File: src/rtl/flash_user_port.sv
// flash_user_port
//   Client-side adapter for one flash_arbit user slot. Accepts a single local
//   read/write request, runs the arbiter req/ack/done handshake, streams write
//   bytes from a local buffer into the arbiter and forwards read bytes coming
//   back from the arbiter to a local sink.
//
// Ports
//   clk_sys, rst                  clock, asynchronous active-high reset
//   op_start/op_rd/op_addr/op_len local request (start pulse, direction, address, length)
//   op_busy/op_done/op_err        local status (busy level, done pulse, error with done)
//   src_rd_en/src_rd_addr         write-buffer read strobe and byte index
//   src_rd_data                   write-buffer data, valid one cycle after src_rd_en
//   rd_byte/rd_valid/rd_idx       read bytes to local sink with 0-based index
//   user_req/user_ack             arbiter request and grant pulse
//   user_done                     command complete pulse, arbiter releases the slot
//   user_en/user_wr_data          write-data strobe and byte to arbiter
//   user_cmd                      {rd, 7'd0, len, addr}
//   user_rd_data/_valid           read byte returned by arbiter
module flash_user_port #(
    parameter int unsigned U_DLY      = 1,
    parameter logic [15:0] RD_TIMEOUT = 16'hFFFF
) (
    input  logic        clk_sys,
    input  logic        rst,
    input  logic        op_start,
    input  logic        op_rd,
    input  logic [15:0] op_addr,
    input  logic [7:0]  op_len,
    output logic        op_busy,
    output logic        op_done,
    output logic        op_err,
    output logic        src_rd_en,
    output logic [7:0]  src_rd_addr,
    input  logic [7:0]  src_rd_data,
    output logic [7:0]  rd_byte,
    output logic        rd_valid,
    output logic [7:0]  rd_idx,
    output logic        user_req,
    input  logic        user_ack,
    output logic        user_done,
    output logic        user_en,
    output logic [31:0] user_cmd,
    output logic [7:0]  user_wr_data,
    input  logic [7:0]  user_rd_data,
    input  logic        user_rd_data_valid
);

    localparam logic [2:0] S_IDLE  = 3'd0;
    localparam logic [2:0] S_REQ   = 3'd1;
    localparam logic [2:0] S_WDATA = 3'd2;
    localparam logic [2:0] S_DONE  = 3'd3;
    localparam logic [2:0] S_RWAIT = 3'd4;

    // Registered assignments carry no delay in this implementation.
    logic unused_u_dly;
    assign unused_u_dly = ^U_DLY;

    logic [2:0]  state_q, state_d;
    logic [31:0] cmd_q, cmd_d;
    logic        op_busy_q, op_busy_d;
    logic        op_done_q, op_done_d;
    logic        op_err_q, op_err_d;
    logic        src_rd_en_q, src_rd_en_d;
    logic [7:0]  src_rd_addr_q, src_rd_addr_d;
    logic        src_pend_q, src_pend_d;
    logic [7:0]  rd_byte_q, rd_byte_d;
    logic        rd_valid_q, rd_valid_d;
    logic [7:0]  rd_idx_q, rd_idx_d;
    logic        user_req_q, user_req_d;
    logic        user_done_q, user_done_d;
    logic        user_en_q, user_en_d;
    logic [7:0]  user_wr_data_q, user_wr_data_d;
    logic [7:0]  wr_cnt_q, wr_cnt_d;
    logic [7:0]  rd_cnt_q, rd_cnt_d;
    logic [15:0] to_cnt_q, to_cnt_d;

    logic        cmd_rd;
    logic [7:0]  cmd_len;

    assign cmd_rd  = cmd_q[31];
    assign cmd_len = cmd_q[23:16];

    always_comb begin
        state_d        = state_q;
        cmd_d          = cmd_q;
        op_busy_d      = op_busy_q;
        op_done_d      = 1'b0;
        op_err_d       = 1'b0;
        src_rd_en_d    = src_rd_en_q;
        src_rd_addr_d  = src_rd_addr_q;
        // Buffer data for a strobe arrives one cycle later; this marks that cycle.
        src_pend_d     = src_rd_en_q;
        rd_byte_d      = rd_byte_q;
        rd_valid_d     = 1'b0;
        rd_idx_d       = rd_idx_q;
        user_req_d     = user_req_q;
        user_done_d    = 1'b0;
        user_en_d      = 1'b0;
        user_wr_data_d = user_wr_data_q;
        wr_cnt_d       = wr_cnt_q;
        rd_cnt_d       = rd_cnt_q;
        to_cnt_d       = to_cnt_q;

        // Busy stays up through the op_done cycle and drops right after it.
        if (op_done_q) begin
            op_busy_d = 1'b0;
        end

        case (state_q)
            S_IDLE: begin
                if (op_start && !op_busy_q) begin
                    cmd_d     = {op_rd, 7'd0, op_len, op_addr};
                    op_busy_d = 1'b1;
                    wr_cnt_d  = 8'd0;
                    rd_cnt_d  = 8'd0;
                    to_cnt_d  = 16'd0;
                    if (op_len == 8'd0) begin
                        op_done_d = 1'b1;
                        op_err_d  = 1'b1;
                    end else begin
                        user_req_d = 1'b1;
                        state_d    = S_REQ;
                    end
                end
            end

            S_REQ: begin
                if (user_ack) begin
                    user_req_d = 1'b0;
                    if (cmd_rd) begin
                        // Read command needs no data phase: release the arbiter at once.
                        user_done_d = 1'b1;
                        state_d     = S_DONE;
                    end else begin
                        src_rd_en_d   = 1'b1;
                        src_rd_addr_d = 8'd0;
                        state_d       = S_WDATA;
                    end
                end
            end

            S_WDATA: begin
                if (src_rd_en_q) begin
                    if (src_rd_addr_q == cmd_len - 8'd1) begin
                        src_rd_en_d   = 1'b0;
                        src_rd_addr_d = 8'd0;
                    end else begin
                        src_rd_addr_d = src_rd_addr_q + 8'd1;
                    end
                end
                if (src_pend_q) begin
                    user_en_d      = 1'b1;
                    user_wr_data_d = src_rd_data;
                    wr_cnt_d       = wr_cnt_q + 8'd1;
                end
                if (user_en_q && (wr_cnt_q == cmd_len)) begin
                    user_done_d = 1'b1;
                    state_d     = S_DONE;
                end
            end

            S_DONE: begin
                if (cmd_rd) begin
                    to_cnt_d = 16'd0;
                    state_d  = S_RWAIT;
                end else begin
                    op_done_d = 1'b1;
                    state_d   = S_IDLE;
                end
            end

            S_RWAIT: begin
                if (user_rd_data_valid) begin
                    rd_valid_d = 1'b1;
                    rd_byte_d  = user_rd_data;
                    rd_idx_d   = rd_cnt_q;
                    rd_cnt_d   = rd_cnt_q + 8'd1;
                    to_cnt_d   = 16'd0;
                    if (rd_cnt_q == cmd_len - 8'd1) begin
                        op_done_d = 1'b1;
                        state_d   = S_IDLE;
                    end
                end else if (to_cnt_q == RD_TIMEOUT - 16'd1) begin
                    op_done_d = 1'b1;
                    op_err_d  = 1'b1;
                    state_d   = S_IDLE;
                end else begin
                    to_cnt_d = to_cnt_q + 16'd1;
                end
            end

            default: begin
                state_d = S_IDLE;
            end
        endcase
    end

    always_ff @(posedge clk_sys or posedge rst) begin
        if (rst) begin
            state_q        <= S_IDLE;
            cmd_q          <= 32'd0;
            op_busy_q      <= 1'b0;
            op_done_q      <= 1'b0;
            op_err_q       <= 1'b0;
            src_rd_en_q    <= 1'b0;
            src_rd_addr_q  <= 8'd0;
            src_pend_q     <= 1'b0;
            rd_byte_q      <= 8'd0;
            rd_valid_q     <= 1'b0;
            rd_idx_q       <= 8'd0;
            user_req_q     <= 1'b0;
            user_done_q    <= 1'b0;
            user_en_q      <= 1'b0;
            user_wr_data_q <= 8'd0;
            wr_cnt_q       <= 8'd0;
            rd_cnt_q       <= 8'd0;
            to_cnt_q       <= 16'd0;
        end else begin
            state_q        <= state_d;
            cmd_q          <= cmd_d;
            op_busy_q      <= op_busy_d;
            op_done_q      <= op_done_d;
            op_err_q       <= op_err_d;
            src_rd_en_q    <= src_rd_en_d;
            src_rd_addr_q  <= src_rd_addr_d;
            src_pend_q     <= src_pend_d;
            rd_byte_q      <= rd_byte_d;
            rd_valid_q     <= rd_valid_d;
            rd_idx_q       <= rd_idx_d;
            user_req_q     <= user_req_d;
            user_done_q    <= user_done_d;
            user_en_q      <= user_en_d;
            user_wr_data_q <= user_wr_data_d;
            wr_cnt_q       <= wr_cnt_d;
            rd_cnt_q       <= rd_cnt_d;
            to_cnt_q       <= to_cnt_d;
        end
    end

    assign op_busy      = op_busy_q;
    assign op_done      = op_done_q;
    assign op_err       = op_err_q;
    assign src_rd_en    = src_rd_en_q;
    assign src_rd_addr  = src_rd_addr_q;
    assign rd_byte      = rd_byte_q;
    assign rd_valid     = rd_valid_q;
    assign rd_idx       = rd_idx_q;
    assign user_req     = user_req_q;
    assign user_done    = user_done_q;
    assign user_en      = user_en_q;
    assign user_cmd     = cmd_q;
    assign user_wr_data = user_wr_data_q;

endmodule
File: config.mk
export PLATFORM = sky130hd
export DESIGN_NAME = flash_user_port
export DESIGN_NICKNAME = d
export VERILOG_FILES = /design/src/rtl/flash_user_port.sv
export SDC_FILE = /design/constraint.sdc
export NUM_CORES = 1
export LEC_CHECK = 0
export BUFFER_PORTS_ARGS = -buffer_cell sky130_fd_sc_hd__buf_2
export CORE_ASPECT_RATIO = 2
export CORE_UTILIZATION = 45
export CTS_CLUSTER_DIAMETER = 30
export DETAILED_ROUTE_END_ITERATION = 16
export GPL_ROUTABILITY_DRIVEN = 1
export HOLD_SLACK_MARGIN = 0.03
export PLACE_DENSITY = 0.8
export RECOVER_POWER = 100
export SLEW_MARGIN = 20
export SYNTH_ARGS = -nofsm -noshare
export SYNTH_HDL_FRONTEND = slang
export SYNTH_SLANG_ARGS = --single-unit
File: constraint.sdc
create_clock -name clk_sys -period 5.05 [get_ports clk_sys]
set_clock_uncertainty 0.1 [all_clocks]
set_input_delay 0.2525 -clock clk_sys [delete_from_list [all_inputs] [get_ports clk_sys]]
set_output_delay 0.2525 -clock clk_sys [all_outputs]
set_load 0.005 [all_outputs]
==> summary.txt, run 1 <==
Outcome
  – Status: complete, but fails checks
  – Failing checks: max-capacitance violations, max-slew violations

Finish
  – Diode count: 0
  – Post-layout net count: 742
  – Commonest non-fill, non-tap cell in the layout: nand2_1
  – Layout cell share with drive strength beyond 1: 16.26%
  – Most frequent cells in the layout: nand2_1, dfrtp_1, buf_2
  – Synth-to-layout area growth: 23.37%
  – Final Instance Count excl. Fillers: 835

Route
  – Via-to-Cell Ratio: 5.525
  – Router iterations before antenna repair: 4
  – DRT iter0 DRCs: 268
  – Detail Route Antenna Nets: 0
  – DRC: 0
  – Routed wire length: 13,550 um
  – Drt wl/cell: 16.23 um
  – Total number of vias: 4,613

Yosys
  – Yosys top cell area share: 49.22%
  – Flops & latches, synth: 101
  – Synth area leader: dfrtp_1
  – FFs w/ async S/R, synth: 100.0%
  – Synthesis Warnings: 0
  – Gate Count Post-Synth: 564
  – EDFF count, synth: 0
  – Synth cell types: 58
  – Post-synthesis cell area: 5135 um2
  – Main area contributors after synthesis: dfrtp_1, nand2_1, xor2_1, o21ai_0, a21oi_1
  – Avg Synthesized Cell Area: 9.104 um2
  – Sequential area share after synthesis: 49.22%
  – Main synth FF type: dfrtp_1

Power
  – Leakage: 3.037 nW
  – Max VDD drop: 0.2953 mV
  – Pwr/cell area: 529.7 nW/um2
  – Power Total: 3.356 mW

Clock tree
  – Clock root buffer: clkbuf_16
  – Clock transition at path regs: 70 ps
  – Sink Count: 101
  – H-tree lvl count: 3
  – Cts bufs inserted: 9
  – Worst-Skew Late Latency: 340 ps
  – Max Buffers Root-to-Sink: 2
  – CTS tree: done

Setup path
  – Slowest cell delay on critical path: 1450 ps
  – Data arrival, critical path: 3440 ps
  – Setup Crit Path Kind: in2async
  – CP max stage cell: clkinvlp_2
  – Nature of the critical path endpoint: async pin
  – Crit start category: primary input
  – Cell chain of the critical path: dlygate4sd3_1 > buf_2 > clkinvlp_2 > clkbuf_2
  – Required @ worst endpoint: 5260 ps
  – Critical path peak fanout: 60

Timing
  – Post-Route Setup TNS: 0 ps
  – Achievable Freq: 309.8 MHz
  – RSZ-0062 raised after global routing: false
  – Endpoints failing hold: 0
  – Final min period: 3228 ps
  – Period utilisation layout: 63.92%
  – Worst slew pin tran: 2610 ps
  – Final setup margin: 1822 ps
  – Setup Viol. Count Final: 0
  – Slew Limit Fails: 61
  – Max-slew headroom: -74.94%
  – Hold slack final: 44.94 ps

Global route
  – Aggregate global-route resource usage: 24.00%
  – Vias in the first global route: 4,721
  – Pin count of the biggest net entering global routing: 61
  – First-pass GRT wire length: 22,540 um
  – Grt total ovfl: 0
  – Initial antenna violation count: 0

Floorplan
  – I/O pin cnt: 118
  – Initial core utilization: 46.63%
  – Num rows: 54
  – Die Y: 153.1 um
  – Die area: 11,870 um2
  – Die Wd: 77.54 um
  – Core Footprint: 11,010 um2

Place
  – Placed cells: 785
  – Place WS: 2370 ps
  – IO buf count: 110
  – Hpwl dp: 9632 um
  – RePlAce Congestion: 0.8966

Min path
  – Hold crit path type: in2reg

Flow run
  – Max-cap violation count: 1
## power by group
part,internal (mW),switching (mW),total (mW)
Sequential,1.07,0.331,1.40
Combinational,0.510,0.653,1.16
Clock,0.487,0.307,0.794
Total,2.06,1.29,3.36
## registers in the layout (all words and copies together) (netlist names)
| name | cells |
|---|---|
| op_busy | 1 |
| op_done | 1 |
| op_err | 1 |
| rd_byte | 8 |
| rd_cnt_q | 8 |
| rd_idx | 8 |
| rd_valid | 1 |
| src_pend_q | 1 |
| src_rd_addr | 8 |
| src_rd_en | 1 |
| state_q | 3 |
| to_cnt_q | 16 |
| user_cmd | 25 |
| user_done | 1 |
| user_en | 1 |
| user_req | 1 |
| user_wr_data | 8 |
| wr_cnt_q | 8 |
## critical path, delay by kind of cell
family                 cells  cell delay [ps]
buffers and inverters      4             3120
## repair_timing
| item | in CTS | in global routing |
|---|---|---|
| buffers inserted | 0 | 0 |
| hold buffers | 34 | 0 |
| resized for setup | 0 | 0 |
| hold endpoints to repair | 92 | 0 |
## cell usage after synthesis, drive strengths merged, types with 2 or more instances
master / n
a21o: 4
xnor2: 13
and3: 6
nand3b: 3
or4: 3
o2111a: 2
nor2: 28
o211ai: 3
nor4: 4
nand4b: 3
nand3: 23
or3: 4
ha: 6
nor3: 9
a31oi: 6
or2: 2
clkbuf: 19
nor2b: 4
o31ai: 6
nand2b: 7
a21oi: 24
mux2: 9
nor3b: 4
o21ai: 30
and2: 5
nand2: 153
xor2: 27
nand4: 10
buf: 18
mux2i: 2
inv: 10
dfrtp: 101
a221o: 4
## worst paths after layout
path | start | to | slack [ps] | depth (start not counted)
worst max-delay path | rst | user_cmd[17] | 1820 | 4
worst min-delay path | op_len[3] | user_cmd[19] | 40 | 3
worst max register to register | state_q[0] | rd_cnt_q[7] | 1820 | 8
worst min register to register | rd_byte[1] | rd_byte[1] | 370 | 2
max in group clk_sys | state_q[0] | rd_cnt_q[7] | 1820 | 8
min in group asynchronous | rst | user_cmd[9] | 1060 | 3
## per-stage QoR
| stage | utilization, % | area, um2 |
|---|---|---|
| after floorplan | - | 5157 |
| after global placement | 51.86 | 5712 |
| after detailed placement | 51.86 | 5712 |
| after CTS | 58.09 | 6397 |
| after global routing | 57.52 | 6335 |
| final | 57.52 | 6335 |
## cell families (layout without fill, tap and decap cells)
group / Yosys count / in the layout / share of synthesized area (%)
other: 1 / 7 / 0.07303
AND/OR/NAND/NOR: 271 / 271 / 24.51
buffers and inverters: 47 / 172 / 4.410
adder cells (fa/ha/maj): 7 / 7 / 1.657
AO/OA/AOI/OAI: 85 / 85 / 10.50
multiplexers: 11 / 11 / 2.364
XOR/XNOR: 41 / 41 / 7.261
flip-flops: 101 / 101 / 49.22
## cell type report
type,count,area (um2)
fillers,959,4678
flip-flops and latches,101,2527
multi-input cells,422,2384
repair buffers,146,864.6
clock buffers,9,225.2
well taps,140,175.2
clock inverters,7,120.1
inverters,10,38.79
## metal layers
layer  wire, um  part of all wire (%)  GRT usage (%)
met1       4844                    36          25.79
met2       7521                    55          43.53
met4        617                   4.6          13.93
met5          0                     0              0
met3        570                   4.2          3.582
(Power assumes the default switching activity.)
==> run 2: changes to the inputs <==
clock period = 3.3 ns   (was 5.05 ns; I/O delays follow)
==> summary.txt, run 2 (synthesis gave the netlist of run 1 again) <==
Global route
  – Pin count of the biggest net entering global routing: 49 (-20%)
  – First-pass GRT wire length: 23,050 um (+2.3%)
  – Vias in the first global route: 4,854 (+2.8%)
  – Grt total ovfl: 0 (unchanged)
  – Aggregate global-route resource usage: 24.74% (+0.74 points)
  – Initial antenna violation count: 0 (unchanged)

Timing
  – Slew Limit Fails: 49 (-20%)
  – Setup Viol. Count Final: 0 (unchanged)
  – Endpoints failing hold: 0 (unchanged)
  – Period utilisation layout: 86.93%
  – Post-Route Setup TNS: 0 ps (unchanged)
  – Worst slew pin tran: 2155 ps (-454.3 ps)
  – Final setup margin: 431.3 ps (-1391 ps)
  – Max-slew headroom: -44.49% (+30 points)
  – RSZ-0062 raised after global routing: false
  – Achievable Freq: 348.6 MHz
  – Final min period: 2869 ps

Floorplan
  – Core Footprint: 11,010 um2 (unchanged)
  – I/O pin cnt: 118 (unchanged)
  – Num rows: 54 (unchanged)
  – Initial core utilization: 46.63% (unchanged)
  – Die Wd: 77.54 um (unchanged)
  – Die area: 11,870 um2 (unchanged)
  – Die Y: 153.1 um (unchanged)

Route
  – Drt wl/cell: 16.45 um (+1.4%)
  – Detail Route Antenna Nets: 0 (unchanged)
  – DRC: 0 (unchanged)
  – Router iterations before antenna repair: 5 (+1)
  – Total number of vias: 4,697 (+1.8%)
  – Via-to-Cell Ratio: 5.559 (+0.62%)
  – Routed wire length: 13,900 um (+2.6%)
  – DRT iter0 DRCs: 304 (+13%)

Finish
  – Commonest non-fill, non-tap cell in the layout: nand2_1
  – Diode count: 0 (unchanged)
  – Post-layout net count: 753 (+1.5%)
  – Max reg flops: 25 (unchanged)
  – Layout cell share with drive strength beyond 1: 15.89% (-0.37 points)
  – # fillers: 935 (-2.5%)
  – Synth-to-layout area growth: 24.76%
  – Final Cell Area: 6406 um2 (+1.1%)
  – Final Instance Count excl. Fillers: 845 (+1.2%)
  – Most frequent cells in the layout: nand2_1, dfrtp_1, buf_2

Flow run
  – Max-cap violation count: 1 (unchanged)

Power
  – Sw Ratio: 40.00% (+1.5 points)
  – Internal: 3.035 mW (+47%)
  – Pwr/cell area: 789.5 nW/um2 (+49%)
  – Clock share of power: 21.7% (-2.0 points)
  – Sequential Power Share: 42.1% (+0.4 points)
  – Part of the power in combinational logic: 36.2% (+1.5 points)
  – Max VDD drop: 0.4470 mV (+51%)
  – Leakage: 3.065 nW (+0.94%)
  – Net Sw Power: 2.023 mW (+57%)

Setup path
  – CP max stage cell: dfrtp_1
  – Worst Setup SP: user_cmd[16]
  – Required @ worst endpoint: 3430 ps (-1830 ps)
  – Setup Crit Path Kind: reg2reg
  – FF-to-FF Start: user_cmd[16]
  – Nature of the critical path endpoint: register
  – Data arrival, critical path: 3000 ps (-440 ps)
  – Critical path peak fanout: 9 (-85%)
  – Crit start category: register
  – Slowest cell delay on critical path: 480 ps (-970 ps)
  – Cell chain of the critical path: inv_1 > ha_1 > nor3b_1 > nand2_1 > xor2_1 > o2111a_1 > a21oi_1 > a221o_1

Place
  – RePlAce Congestion: 0.9059 (+1.0%)
  – Hpwl dp: 9652 um (+0.21%)
  – Place WS: 645.5 ps (-1725 ps)
  – Dpl cell area: 5747 um2 (+0.61%)
  – Placed cells: 788 (+0.38%)
  – IO buf count: 110 (unchanged)

Outcome
  – Status: complete, but fails checks
  – Failing checks: max-capacitance violations, max-slew violations

Clock tree
  – H-tree lvl count: 3 (unchanged)
  – Sink Count: 101 (unchanged)
  – Clock transition at path regs: 70 ps (about the same)
  – Clock root buffer: clkbuf_16
  – Cts bufs inserted: 9 (unchanged)
  – CTS tree: done
  – Max Buffers Root-to-Sink: 2 (unchanged)
  – Post-CTS setup buffers: 0 (unchanged)
  – Worst-Skew Late Latency: 350 ps (about the same)

Min path
  – Min-delay src: user_ack
  – Hold crit path type: in2reg
## run 2: cell types whose count changed in the layout (fill, tap and decap cells not counted), moves of 2 or more
| cell | previous run | this run |
|---|---|---|
| bufinv_16 | 3 | 1 |
| buf_2 | 82 | 78 |
| dlygate4sd3_1 | 34 | 42 |
| clkbuf_1 | 28 | 33 |
| inv_8 | 0 | 2 |
## run 2: per-layer routing
metal  vias up  routed length, um  global-route usage (%)
li1       2176                  -                       -
met1      2271               5155                   27.41
met2       199               7428                   43.32
met3        51                594                   3.284
met4         0                724                   16.44
met5         -                  0                       0
## run 2: power by group through the flow
stage | sequential (mW) | combinational (mW) | clock [mW]
6_report | 2.13 | 1.83 | 1.10
2_1_floorplan | 1.93 | 1.34 | 0
4_1_cts | 2.11 | 1.88 | 1.12
3_5_place_dp | 2.13 | 1.82 | 0
5_1_grt | 2.19 | 2.04 | 1.17
3_3_place_gp | 2.11 | 1.75 | 0
## run 2: area by class of cell
| cell class | instances | area (um2) | share of cell area, % |
|---|---|---|---|
| Inverter | 10 | 38.79 | 0.6055 |
| Clock inverter | 6 | 78.83 | 1.230 |
| Multi-Input combinational cell | 422 | 2392 | 37.34 |
| Sequential cell | 101 | 2527 | 39.45 |
| Timing Repair Buffer | 157 | 968.4 | 15.12 |
| Clock buffer | 9 | 225.2 | 3.516 |
| Tap cell | 140 | 175.2 | 2.734 |
## run 2: stage by stage
| stage | power (mW) | hold slack (ps) | utilization (%) |
|---|---|---|---|
| 6_report | 5.057 | 36.92 | 58.17 |
| 5_1_grt | 5.399 | 26.84 | 58.17 |
| 4_1_cts | 5.111 | 37.68 | 58.76 |
| 3_5_place_dp | 3.953 | 183.7 | 52.18 |
| 3_3_place_gp | 3.856 | 167.7 | 52.18 |
| 2_1_floorplan | 3.274 | 170.4 | - |
## run 2: repair_timing
action                    CTS  global route
hold buffers               42             0
hold endpoints to repair   87             0
gates resized for setup     0             0
## run 2: path summary, 6_finish.rpt
check | to | slack [ps] | depth (start not counted)
max | src_rd_addr[2] | 430 | 8
min | user_req | 40 | 3
max reg2reg | src_rd_addr[2] | 430 | 8
min reg2reg | rd_byte[0] | 380 | 2
max in group asynchronous | rd_cnt_q[0] | 780 | 4
min in group asynchronous | user_cmd[14] | 830 | 3
## run 2: critical path: cells and delay by family (launching register included)
kind            cells  cell delay (ps)
fa+ha+maj           1              340
xor+xnor            1              200
buf+inv             1              110
compound gates      3              860
flops               1              480
simple gates        2              660
==> run 3: changes to the inputs <==
CTS_BUF_LIST = sky130_fd_sc_hd__clkbuf_8   (was not set)
==> summary.txt, run 3 (synthesis gave the netlist of run 1 again) <==
Floorplan
  – Die Wd: 77.54 um (unchanged)
  – I/O pin cnt: 118 (unchanged)
  – Core Footprint: 11,010 um2 (unchanged)
  – Num rows: 54 (unchanged)
  – Initial core utilization: 46.63% (unchanged)
  – Die Y: 153.1 um (unchanged)
  – Die area: 11,870 um2 (unchanged)

Min path
  – Hold crit path type: in2reg

Outcome
  – Failing checks: max-capacitance violations, max-slew violations
  – Status: complete, but fails checks

Power
  – Net Sw Power: 1.988 mW (-1.7%)
  – Pwr/cell area: 757.3 nW/um2 (-4.1%)
  – Sw Ratio: 41.55% (+1.6 points)
  – Sequential Power Share: 44.4% (+2.3 points)
  – Leakage: 3.023 nW (-1.4%)
  – Clock share of power: 17.5% (-4.2 points)
  – Max VDD drop: 0.4171 mV (-6.7%)
  – Part of the power in combinational logic: 38.1% (+1.9 points)
  – Internal: 2.797 mW (-7.8%)

Global route
  – Pin count of the biggest net entering global routing: 49 (unchanged)
  – Vias in the first global route: 4,760 (-1.9%)
  – Grt total ovfl: 0 (unchanged)
  – First-pass GRT wire length: 22,960 um (-0.36%)
  – Initial antenna violation count: 0 (unchanged)
  – Aggregate global-route resource usage: 24.59% (-0.15 points)

Clock tree
  – Sink Count: 101 (unchanged)
  – H-tree lvl count: 3 (unchanged)
  – Worst-Skew Late Latency: 380 ps (+30 ps)
  – Clock root buffer: clkbuf_8
  – Cts bufs inserted: 9 (unchanged)
  – Hold Buf Count CTS: 43 (+2.4%)
  – CTS resizes: 0 (unchanged)
  – Max Buffers Root-to-Sink: 2 (unchanged)
  – Clock transition at path regs: 110 ps (+40 ps)
  – CTS tree: done
  – Post-CTS setup buffers: 0 (unchanged)

Place
  – RePlAce Congestion: 0.9059 (unchanged)
  – IO buf count: 110 (unchanged)
  – Hpwl dp: 9652 um (unchanged)
  – Place WS: 645.5 ps (unchanged)

Finish
  – Layout cell share with drive strength beyond 1: 16.01% (+0.12 points)
  – Diode count: 0 (unchanged)
  – Synth-to-layout area growth: 23.05%
  – Core Util, Final: 57.37% (-0.80 points)
  – Commonest non-fill, non-tap cell in the layout: nand2_1
  – Post-layout net count: 754 (+0.13%)
  – Most frequent cells in the layout: nand2_1, dfrtp_1, buf_2
  – Max reg flops: 25 (unchanged)

Route
  – Drt wl/cell: 16.19 um (-1.6%)
  – Router iterations before antenna repair: 4 (-1)
  – Detail Route Antenna Nets: 0 (unchanged)
  – DRC: 0 (unchanged)
  – Routed wire length: 13,700 um (-1.5%)
  – DRT iter0 DRCs: 307 (+0.99%)
  – Total number of vias: 4,656 (-0.87%)
  – Via-to-Cell Ratio: 5.504 (-0.99%)

Setup path
  – Crit start category: register
  – Critical path peak fanout: 9 (unchanged)
  – Required @ worst endpoint: 3470 ps (+40 ps)
  – Data arrival, critical path: 3000 ps (about the same)
  – Setup Crit Path Kind: reg2reg
  – Nature of the critical path endpoint: register

Timing
  – Setup Viol. Count Final: 0 (unchanged)
  – Endpoints failing hold: 0 (unchanged)
  – Achievable Freq: 354.5 MHz (+1.7%)
  – Final min period: 2821 ps (-47.54 ps)
  – Worst slew pin tran: 2112 ps (-43.29 ps)
  – Post-Route Setup TNS: 0 ps (unchanged)
  – Hold slack final: 167.7 ps (+130.8 ps)
  – Max-slew headroom: -41.59% (+2.9 points)
  – Final setup margin: 478.9 ps (+47.54 ps)
  – RSZ-0062 raised after global routing: false
  – Period utilisation layout: 85.49% (-1.4 points)
  – Slew Limit Fails: 49 (unchanged)

Flow run
  – Max-cap violation count: 1 (unchanged)
[run 3: layer usage]
layer  global-route usage, %  wire length (um)
met2                   41.72              7106
met4                   17.25               868
met5                       0                 0
met1                   27.87              5230
met3                   3.582               492
[run 3: final timing paths]
| check | startpoint | endpoint | slack (ps) | cells past startpoint |
|---|---|---|---|---|
| worst max register to register | user_cmd[16] | src_rd_addr[2] | 480 | 8 |
| min in group asynchronous | rst | user_cmd[14] | 780 | 3 |
| max in group asynchronous | rst | wr_cnt_q[5] | 840 | 4 |
| worst min-delay path | user_rd_data_valid | to_cnt_q[15] | 170 | 4 |
| worst max-delay path | user_cmd[16] | src_rd_addr[2] | 480 | 8 |
| worst min register to register | rd_byte[0] | rd_byte[0] | 390 | 2 |
[run 3: stage by stage]
| step | instances | cell area (um2) | power, mW |
|---|---|---|---|
| floorplan | 570 | 5157 | 3.274 |
| global placement | 788 | 5747 | 3.856 |
| detailed placement | 788 | 5747 | 3.953 |
| CTS | 846 | 6380 | 4.835 |
| global route | 846 | 6319 | 5.129 |
| finish | 846 | 6319 | 4.785 |
[run 3: area by class of cell]
type	count	area [um2]
tap	140	175.2
sequential	101	2527
clock buffer	9	123.9
timing repair buffer	158	978.4
inverter	10	38.79
multi-input combinational	422	2396
clock inverter	6	78.83
fill	957	4695
[run 3: power by group through the flow]
stage | logic, mW | clock network [mW] | registers, mW
after CTS | 1.87 | 0.856 | 2.11
after global placement | 1.75 | 0 | 2.11
after global routing | 2.04 | 0.900 | 2.18
after floorplan | 1.34 | 0 | 1.93
final | 1.82 | 0.838 | 2.12
after detailed placement | 1.82 | 0 | 2.13
[run 3: critical path, stage by stage (launching register included)]
cell	delay, ps
dfrtp_1	490
inv_1	110
ha_1	340
nor3b_1	420
nand2_1	230
xor2_1	200
o2111a_1	350
a21oi_2	140
a221o_1	340
